<file path="config.mk">
export PLATFORM = sky130hd
export DESIGN_NAME = alu_result_stage
export DESIGN_NICKNAME = d
export VERILOG_FILES = /design/src/rtl/alu_result_stage.sv
export SDC_FILE = /design/constraint.sdc
export NUM_CORES = 1
export LEC_CHECK = 0
export BUFFER_PORTS_ARGS = -buffer_cell sky130_fd_sc_hd__buf_2
export CAP_MARGIN = 20
export CORE_MARGIN = 2
export CORE_UTILIZATION = 42
export CTS_CLUSTER_SIZE = 25
export DETAILED_ROUTE_END_ITERATION = 10
export GPL_ROUTABILITY_DRIVEN = 0
export PLACE_DENSITY = 0.76
export SKIP_CTS_REPAIR_TIMING = 1
export SLEW_MARGIN = 15
export SYNTH_ARGS = -nofsm -noshare
export SYNTH_HDL_FRONTEND = slang
export SYNTH_SLANG_ARGS = --single-unit
</file>
<file path="constraint.sdc">
create_clock -name clock -period 3.05 [get_ports clock]
set_input_delay 0.4575 -clock clock [delete_from_list [all_inputs] [get_ports clock]]
set_output_delay 0.4575 -clock clock [all_outputs]
set_load 0.005 [all_outputs]
</file>
<file path="src/rtl/alu_result_stage.sv">
// EX->MEM result stage: waits out multi-cycle ALU ops, 2-entry result FIFO, HI/LO owner.
// Optional HI/LO registers: define ALU_RESULT_STAGE_HILO_EN.
module alu_result_stage #(
  parameter int DEPTH    = 2,
  parameter int OV_CNT_W = 8
) (
  input  logic                clock,
  input  logic                reset,
  input  logic                in_valid,
  input  logic [4:0]          in_rd,
  input  logic                in_wr_en,
  input  logic                in_hilo_wr,
  input  logic                EX_Flush,
  input  logic [31:0]         Result,
  input  logic                BZero,
  input  logic                EXC_Ov,
  input  logic                ALU_Stall,
  input  logic [31:0]         out_HI,
  input  logic [31:0]         out_LO,
  output logic                EX_Stall,
  output logic                m_valid,
  input  logic                m_ready,
  output logic [31:0]         m_result,
  output logic [4:0]          m_rd,
  output logic                m_wr_en,
  output logic                m_bzero,
  output logic                exc_pulse,
  output logic [OV_CNT_W-1:0] ov_count,
  output logic [31:0]         hi_reg,
  output logic [31:0]         lo_reg
);

  typedef enum logic {IDLE, WAIT} state_e;

  typedef struct packed {
    logic [31:0] res;
    logic [4:0]  rd;
    logic        wr;
    logic        bz;
  } ent_t;

  localparam logic [1:0] FULL = 2'(DEPTH);

  state_e              state_q, state_d;
  logic [4:0]          rd_q, rd_d;
  logic                wr_q, wr_d;
  logic                hilo_q, hilo_d;
  logic [1:0]          count_q;
  ent_t                ent0_q, ent1_q;
  logic                exc_q;
  logic [OV_CNT_W-1:0] ov_q;

  logic       cap;
  logic [4:0] cap_rd;
  logic       cap_wr;
  logic       cap_hilo;
  logic       push;
  logic       ovf;
  logic       pop;
  ent_t       new_ent;

  assign EX_Stall = (state_q == WAIT) || (count_q == FULL);
  assign m_valid  = (count_q != 2'd0);
  assign m_result = ent0_q.res;
  assign m_rd     = ent0_q.rd;
  assign m_wr_en  = ent0_q.wr;
  assign m_bzero  = ent0_q.bz;
  assign exc_pulse = exc_q;
  assign ov_count  = ov_q;

  always_comb begin
    state_d  = state_q;
    rd_d     = rd_q;
    wr_d     = wr_q;
    hilo_d   = hilo_q;
    cap      = 1'b0;
    cap_rd   = in_rd;
    cap_wr   = in_wr_en;
    cap_hilo = in_hilo_wr;
    case (state_q)
      IDLE: begin
        if (in_valid && !EX_Stall && !EX_Flush) begin
          if (ALU_Stall) begin
            state_d = WAIT;
            rd_d    = in_rd;
            wr_d    = in_wr_en;
            hilo_d  = in_hilo_wr;
          end else begin
            cap = 1'b1;
          end
        end
      end
      WAIT: begin
        cap_rd   = rd_q;
        cap_wr   = wr_q;
        cap_hilo = hilo_q;
        // Flush wins over a completion on the same edge
        if (EX_Flush) begin
          state_d = IDLE;
        end else if (!ALU_Stall && count_q < FULL) begin
          cap     = 1'b1;
          state_d = IDLE;
        end
      end
      default: state_d = IDLE;
    endcase
  end

  assign push    = cap && !EXC_Ov;
  assign ovf     = cap && EXC_Ov;
  assign pop     = m_valid && m_ready;
  assign new_ent = '{res: Result, rd: cap_rd, wr: cap_wr, bz: BZero};

  always_ff @(posedge clock or posedge reset) begin
    if (reset) begin
      state_q <= IDLE;
      rd_q    <= '0;
      wr_q    <= 1'b0;
      hilo_q  <= 1'b0;
      exc_q   <= 1'b0;
      ov_q    <= '0;
    end else begin
      state_q <= state_d;
      rd_q    <= rd_d;
      wr_q    <= wr_d;
      hilo_q  <= hilo_d;
      exc_q   <= ovf;
      if (ovf && ov_q != '1) ov_q <= ov_q + 1'b1;
    end
  end

  // Push only happens below FULL, so push+pop implies exactly one entry
  always_ff @(posedge clock or posedge reset) begin
    if (reset) begin
      count_q <= '0;
      ent0_q  <= '0;
      ent1_q  <= '0;
    end else begin
      count_q <= count_q + {1'b0, push} - {1'b0, pop};
      case ({push, pop})
        2'b10: begin
          if (count_q == 2'd0) ent0_q <= new_ent;
          else                 ent1_q <= new_ent;
        end
        2'b01:   ent0_q <= ent1_q;
        2'b11:   ent0_q <= new_ent;
        default: ;
      endcase
    end
  end

`ifdef ALU_RESULT_STAGE_HILO_EN
  logic [31:0] hi_q, lo_q;

  always_ff @(posedge clock or posedge reset) begin
    if (reset) begin
      hi_q <= '0;
      lo_q <= '0;
    end else if (push && cap_hilo) begin
      hi_q <= out_HI;
      lo_q <= out_LO;
    end
  end

  assign hi_reg = hi_q;
  assign lo_reg = lo_q;
`else
  logic unused_hilo;
  assign unused_hilo = ^{out_HI, out_LO, cap_hilo};
  assign hi_reg = '0;
  assign lo_reg = '0;
`endif

endmodule

</file>
# After elaboration in Yosys (flattened, before gate mapping)
# Cells that the tools add are included.
# Widths: inputs -> output; s select.
[word_totals]
reg_bits = 96
in_bits = 111
out_inout_bits = 114
wordCells = 58
[classes]
add_sub_neg = 3
magnitude_cmp = 1
n_eq_ne = 6
mux = 14
bitwise = 2
n_reduce_logical = 18
[ops]
columns = ["operator", "count"]
rows = [
  ["$pmux 39 s3", 1],
  ["$mux 39", 1],
  ["$mux 1", 9],
  ["$add 8x1->8 const B", 1],
  ["$ne 8x8->1 const B", 1],
  ["$logic_and 1x1->1", 7],
  ["$eq 2x2->1 const B", 3],
  ["$mux 5", 1],
  ["$logic_not 1->1", 4],
  ["$pmux 1 s2", 2],
  ["$reduce_and 2->1", 2],
  ["$reduce_and 3->1", 1],
  ["$reduce_bool 3->1", 1],
  ["$add 2x1->2", 1],
  ["$eq 2x1->1 const B", 1],
  ["$logic_not 2->1", 1],
  ["$lt 2x2->1 const B", 1],
  ["$ne 2x2->1 const B", 1],
  ["$not 1->1", 2],
  ["$reduce_bool 2->1", 1],
  ["$sub 2x1->2", 1],
  ["$logic_or 1x1->1", 1],
]

# Depth between registers and ports, before layout
# Gate-level depths: netlist of run 1.
[depth]
depth_word = 11
depth_mapped = 9
ltp_nobuf = 7

# Worst setup path before layout of run 1
# Ideal clock, no wire load.
[synth_path]
kind = "register to register"
from = "register state_q"
to = "register ent0_q, in the netlist m_result[22]"
setup_ps = 127
arrival_time_ps = 2189
required_time_ps = 2923
path_slack_ps = 733
stages_incl_launch_ff = 10
n_path_buf = 3
period_less_slack_ps = 2317
path_cell_list = "dfrtp_1 buf_6 or2_1 o2111a_2 inv_1 ha_1 clkbuf_1 clkbuf_1 mux2_2 mux2_1"
[synth_between]
elab_chain_cells = 10
word_cells_on_any_way = 15
cone_classes = "4 x eq/ne; 3 x mux; 1 x bitwise; 7 x reduce/logical"
[synth_lines]
columns = ["item", "line", "rtl"]
rows = [
  ["start: declaration", "44", "state_e state_q, state_d;"],
  ["start signal: assignment", "123", "state_q <= state_d;"],
  ["$logic_or 1x1->1", "62", "assign EX_Stall = (state_q == WAIT) || (count_q == FULL);"],
  ["$logic_not 1->1", "82", "if (in_valid && !EX_Stall && !EX_Flush) begin"],
  ["$logic_and 1x1->1 (2 in a row)", "82", ""],
  ["$mux 1", "82", ""],
  ["$pmux 1 s2 (*)", "80", "case (state_q)"],
  ["$logic_and 1x1->1 (*)", "109", "assign push = cap && !EXC_Ov;"],
  ["$eq 2x2->1 / $eq 2x1->1 (equally long branches)", "140", "case ({push, pop})"],
  ["$ne 2x2->1 (no source line) / $reduce_bool 3->1 (equally long branches)", "n/a", ""],
  ["$reduce_and 2->1 (no source line)", "n/a", ""],
  ["end signal: assignment", "142", "if (count_q == 2'd0) ent0_q <= new_ent;"],
  ["end signal: assignment", "145", "2'b01: ent0_q <= ent1_q;"],
  ["end signal: assignment", "146", "2'b11: ent0_q <= new_ent;"],
  ["end: declaration", "49", "ent_t ent0_q, ent1_q;"],
]
# Mark *: on every way between the ends. The rest lies on a longest branch, timed or not.
# A chain may end at the register's enable or synchronous reset.

# Worst setup path in the final report of run 1
[layout_path]
from = "register state_q"
to = "register ent0_q, in the netlist m_result[19]"
# The elaborated chain is that of the path after synthesis.

==> reports/metrics.yaml, run 1 <==
logic_synthesis:
  ys_types: 33
  yosys.area_share.simple: 0.0293
  synth_compound_area_frac: 0.0225
  synth-main-ff-cell: "dfrtp_1"
  synth_top_cell_by_area: "dfrtp_1"
  synth_area_leaders: "dfrtp_1, mux2_2, buf_4, mux2i_1, mux2_1"
  ys_seq_elements: 96
  synth_top_cells_by_count: "mux2_2, dfrtp_1, buf_4, inv_1, mux2i_1"
  syn_area_per_cell_um2: 12.9
  yosys_warnings: 0
  synth_adder_area_share: 0.0105
  synth_async_sr_flop_share: 1.00
  synth_area_um2: 4780
  seq_area_frac_synth: 0.502
  synth_xor_area_frac: 0.0128
  synth_edf_count: 0
  synth_cells: 370
  synth_most_common_cell: "mux2_2"
  synth.area.mux_share: 0.289
  synth_top_family_by_area: "multiplexers"
  synth_top_area_frac: 0.502
timing:
  finalSetupTns_ns: 0
  finalCriticalPeriod_ns: 2.47
  slew_headroom: 0.616
  worst_slew_pin_slew_ns: 0.575
  slew_violations: 0
  setup_violations: 0
  skew_ns: 0.00847
  fmax_ghz: 0.405
  hold_viol: 0
  finalCritPeriodShare: 0.809
  rsz0062_at_grt: "no"
floorplanning:
  initial_core_util: 0.435
  die_w_um: 111
  die-area_um2: 12300
  fp.dieH_um: 111
  std_cell_rows: 38
  num_io_pins: 225
  coreArea_um2: 11000
clock_network:
  clkSinkCount: 96
  clkSlewWorstSetupHoldPaths_ns: 0.07
  htreeDepth: 3
  cts-root-buf: "clkbuf_16"
  numCtsBuffers: 9
  clk_latency_ns: 0.34
  cts_tree: "yes"
  clockBufferDepth: 2
global_routing:
  grt_max_degree: 97
  grt_pass1_wl_um: 14200
  antenna_found_initial: 0
  grt_pass1_vias: 2954
  grt.total_usage: 0.141
  overflow: 0
status:
  status: "finished, final reports clean"
drt:
  detail-route-antenna-nets: 0
  drt_iter0_drc: 36
  drc_errors: 0
  drt_first_pass_iters: 4
  drt_wl_total_um: 8330
  avgRoutedWirePerCell_um: 13.7
  vias: 2863
  viasPerCell: 4.69
critical_path:
  cp.arrival_ns: 2.69
  endpoint_kind: "flip-flop"
  required_ns: 3.27
  worst-setup-path-type: "reg2reg"
  worstSetupStartpointType: "flip-flop"
  crit_fanout: 10
layout:
  diodes: 0
  drive_gt1_frac: 0.474
  fin_area_um2: 5480
  nets: 580
  synthToLayoutAreaGrowth_pct: 14.7
min_path:
  hold_class: "in2async"
place:
  hpwl_um: 5740
  port_buffers: 95
  dpl_cell_area_um2: 5180
pwr:
  ir_drop_v: 0.000433
  power.leakage_nw: 2.72
  p_per_area_nw_per_um2: 892
flow_run:
  cap_violations: 0
==> critical path, cell delays in order, from the launching register on <==
cell	delay, ns
dfrtp_1	0.53
or2_1	0.32
o2111a_2	0.20
inv_1	0.07
ha_2	0.35
buf_4	0.25
mux2_2	0.34
mux2_1	0.29
==> sequential cells by signal, indices dropped and copies added (netlist names) <==
signal / cells
m_wr_en: 1
rd_q: 5
state_q: 1
wr_q: 1
exc_pulse: 1
ent1_q: 39
count_q: 2
m_result: 32
ov_count: 8
m_bzero: 1
m_rd: 5
==> path summary, 6_finish.rpt <==
path | startpoint | endpoint | slack [ns] | cells past startpoint
worst max-delay path | state_q | m_result[19] | 0.58 | 7
min in group clock | Result[25] | ent1_q[32] | 0.36 | 2
max in group asynchronous | reset | m_rd[3] | 2.43 | 3
worst max register to register | state_q | m_result[19] | 0.58 | 7
worst min-delay path | reset | ent1_q[31] | 0.22 | 3
worst min register to register | ent1_q[2] | ent1_q[2] | 0.48 | 2
==> routing by layer <==
layer  part of all wire  vias up  GRT usage  routed length [um]
li1                   -     1324          -                   -
met1               0.43     1403      0.174                3540
met2               0.48      125      0.235                4040
met3              0.074       11     0.0388                 615
met4              0.016        0     0.0592                 134
met5                  0        -          0                   0
==> placed cells by master, fill, tap and decap left out, drive strengths merged <==
cell type,netlist,final
mux2,112,112
buf,73,100
dfrtp,96,96
conb,1,64
inv,16,17
mux2i,12,12
clkbuf,6,11
nand2,10,10
o21ai,6,6
xor2,5,5
nor2,4,4
ha,4,4
nand3,3,3
a21oi,3,3
a31oi,3,3
nor2b,2,2
or2,2,2
nor4,2,2
xnor2,2,2
clkinvlp,0,2
o2111a,1,1
o2111ai,1,1
nand4,1,1
nor3,1,1
nor4b,1,1
and4,1,1
o211ai,1,1
nand2b,1,1
bufinv,0,1
clkinv,0,1
==> where the power goes <==
group | leakage [nW] | switching, mW | internal [mW] | total (mW)
Clock | 0.144 | 0.482 | 0.665 | 1.15
Combinational | 1.39 | 0.647 | 0.943 | 1.59
Sequential | 1.19 | 0.304 | 1.85 | 2.16
==> through the flow <==
| step | instances | util | total power, mW | setup WS [ns] | hold slack (ns) |
|---|---|---|---|---|---|
| final | 610 | 0.499 | 4.89 | 0.582 | 0.224 |
| after global routing | 610 | 0.499 | 5.25 | 0.493 | 0.270 |
| after CTS | 610 | 0.499 | 4.97 | 0.575 | 0.261 |
| after detailed placement | 594 | 0.471 | 3.80 | 0.585 | 0.471 |
| after global placement | 594 | 0.471 | 3.69 | 0.644 | 0.462 |
| after floorplan | 433 | - | 3.29 | 0.0871 | 0.450 |
==> cells by family (layout without fill, tap and decap cells) <==
logic type / after synthesis / count (layout)
flip-flops: 96 / 96
other: 1 / 64
AND/OR/NAND/NOR: 28 / 28
multiplexers: 124 / 124
AO/OA/AOI/OAI: 15 / 15
buffers and inverters: 95 / 132
XOR/XNOR: 7 / 7
adder cells (fa/ha/maj): 4 / 4
==> cell type report <==
class                   instances  area (um2)
flip-flops and latches         96        2400
well taps                     140         175
inverters                      16        62.6
multi-input cells             242        1990
clock inverters                 5        65.1
fillers                       949        5500
clock buffers                  11         243
repair buffers                100         551
(Power assumes the default switching activity.)
==> run 2, diff against run 1 <==
--- a/config.mk
+++ b/config.mk
@@ -8,11 +8,11 @@
 export BUFFER_PORTS_ARGS = -buffer_cell sky130_fd_sc_hd__buf_2
 export CAP_MARGIN = 20
 export CORE_MARGIN = 2
-export CORE_UTILIZATION = 42
+export CORE_UTILIZATION = 47
 export CTS_CLUSTER_SIZE = 25
 export DETAILED_ROUTE_END_ITERATION = 10
 export GPL_ROUTABILITY_DRIVEN = 0
-export PLACE_DENSITY = 0.76
+export PLACE_DENSITY = 0.81
 export SKIP_CTS_REPAIR_TIMING = 1
 export SLEW_MARGIN = 15
 export SYNTH_ARGS = -nofsm -noshare
==> constraint.sdc (replaced) <==
create_clock -name clock -period 2.6 [get_ports clock]
set_input_delay 0.39 -clock clock [delete_from_list [all_inputs] [get_ports clock]]
set_output_delay 0.39 -clock clock [all_outputs]
set_load 0.005 [all_outputs]
==> reports/metrics.yaml, run 2 (same netlist as run 1, synthesis figures left out) <==
status:
  status: "finished, final reports clean"
drt:
  drt_first_pass_iters: 4
  viasPerCell: 4.70
  drt_wl_total_um: 8280
  drc_errors: 0
  vias: 2847
  detail-route-antenna-nets: 0
  drt_iter0_drc: 71
  avgRoutedWirePerCell_um: 13.7
layout:
  nets: 584
  multi_input_area_um2: 1990
  diodes: 0
  final_common_cell: "mux2_2"
  synthToLayoutAreaGrowth_pct: 12.8
  largest-register: "ent1_q"
  seqCellArea_um2: 2400
  fin_area_um2: 5390
  fill_cells: 861
  largest_reg_flops: 39
  layout_common_cells: "mux2_2, dfrtp_1, buf_2"
  drive_gt1_frac: 0.478
critical_path:
  critical_path.top_delay_family: "multiplexers"
  path_buf_inv: 3
  crit_fanout: 20
  critPathMaxStageDelay_ns: 0.46
  cp.arrival_ns: 2.40
  required_ns: 2.84
  cp.depth: 7
  crit_path_top_delay_cell: "dfrtp_1"
  worstSetupStartpointType: "flip-flop"
  endpoint_kind: "flip-flop"
  crit_chain: "inv_2, o2111a_2, inv_1, ha_2, buf_4, mux2_2, mux2_1"
  r2r_start: "count_q[1]"
  worst-setup-path-type: "reg2reg"
  rrSetupSlack_ns: 0.43
  crit_path_end: "m_result[19]"
  rr_worst_depth: 7
  crit_start: "count_q[1]"
  reg2reg_to: "m_result[19]"
pwr:
  p_per_area_nw_per_um2: 1010
  ir_drop_v: 0.000480
  power.leakage_nw: 2.70
clock_network:
  clk_latency_ns: 0.35
  cts_tree: "yes"
  cts-root-buf: "clkbuf_8"
  clkSlewWorstSetupHoldPaths_ns: 0.09
  clockBufferDepth: 2
  htreeDepth: 3
  numCtsBuffers: 9
  clkSinkCount: 96
global_routing:
  antenna_found_initial: 0
  grt_pass1_wl_um: 13700
  grt.total_usage: 0.156
  grt_max_degree: 53
  grt_pass1_vias: 2867
  overflow: 0
place:
  port_buffers: 95
  hpwl_um: 5980
  dpl_cell_area_um2: 5170
floorplanning:
  die-area_um2: 11000
  coreArea_um2: 9820
  std_cell_rows: 36
  num_io_pins: 225
  die_w_um: 105
  fp.dieH_um: 105
  initial_core_util: 0.487
timing:
  setup_violations: 0
  rsz0062_at_grt: "no"
  finalCriticalPeriod_ns: 2.17
  worst_slew_pin_slew_ns: 0.651
  hold_viol: 0
  slew_headroom: 0.566
  slew_violations: 0
  skew_ns: 0.00814
  finalCritPeriodShare: 0.833
  fmax_ghz: 0.462
  finalSetupTns_ns: 0
min_path:
  hold_class: "in2async"
flow_run:
  cap_violations: 0
run 2: changes by cell type in the layout (fill, tap and decap cells not counted), sizes merged:
| cell | previous run | this run |
|---|---|---|
| clkbuf | 11 | 12 |
| inv | 17 | 15 |
| clkinvlp | 2 | 1 |
| buf | 100 | 104 |
| bufinv | 1 | 2 |
run 2: worst register-to-register path, cell delays in order (launching register included):
cell and delay, ns:
dfrtp_1 0.46, inv_2 0.09, o2111a_2 0.31, inv_1 0.07, ha_2 0.17, buf_4 0.29
mux2_2 0.38, mux2_1 0.28
run 2: final cells by class:
cell class              instances  share of cell area
flip-flops and latches         96               0.445
multi-input cells             242               0.368
repair buffers                104               0.103
well taps                     133              0.0309
clock buffers                  12              0.0288
clock inverters                 3              0.0121
inverters                      16              0.0118
run 2: worst min path at each step:
stage	start	to	slack, ns
3_3_place_gp	ent1_q[3]	ent1_q[3]	0.46
4_1_cts	reset	m_result[29]	0.20
3_5_place_dp	ent1_q[2]	ent1_q[2]	0.47
6_report	reset	ent1_q[7]	0.20
5_1_grt	reset	ent1_q[4]	0.22
2_1_floorplan	ent1_q[1]	ent1_q[1]	0.45
run 2: metrics by stage:
step | instances | utilization | hold slack [ns] | total power, mW | worst slack [ns]
after floorplan | 433 | - | 0.450 | 3.86 | 0.283
after global placement | 591 | 0.527 | 0.462 | 4.33 | 0.395
after detailed placement | 591 | 0.527 | 0.471 | 4.48 | 0.354
after CTS | 606 | 0.549 | 0.198 | 5.56 | 0.408
after global routing | 606 | 0.549 | 0.219 | 5.86 | 0.318
final | 606 | 0.549 | 0.196 | 5.47 | 0.435
run 2: layer usage:
layer	track usage	up-vias	share of wire
li1	-	1321	-
met1	0.196	1413	0.43
met2	0.265	105	0.50
met3	0.0418	8	0.061
met4	0.0429	0	0.0098
met5	0	-	0
run 2: power by group:
| group | internal, mW | switching (mW) | total, mW |
|---|---|---|---|
| clock network | 0.588 | 0.481 | 1.07 |
| logic | 1.11 | 0.771 | 1.88 |
| registers | 2.17 | 0.351 | 2.52 |
| total | 3.86 | 1.60 | 5.47 |
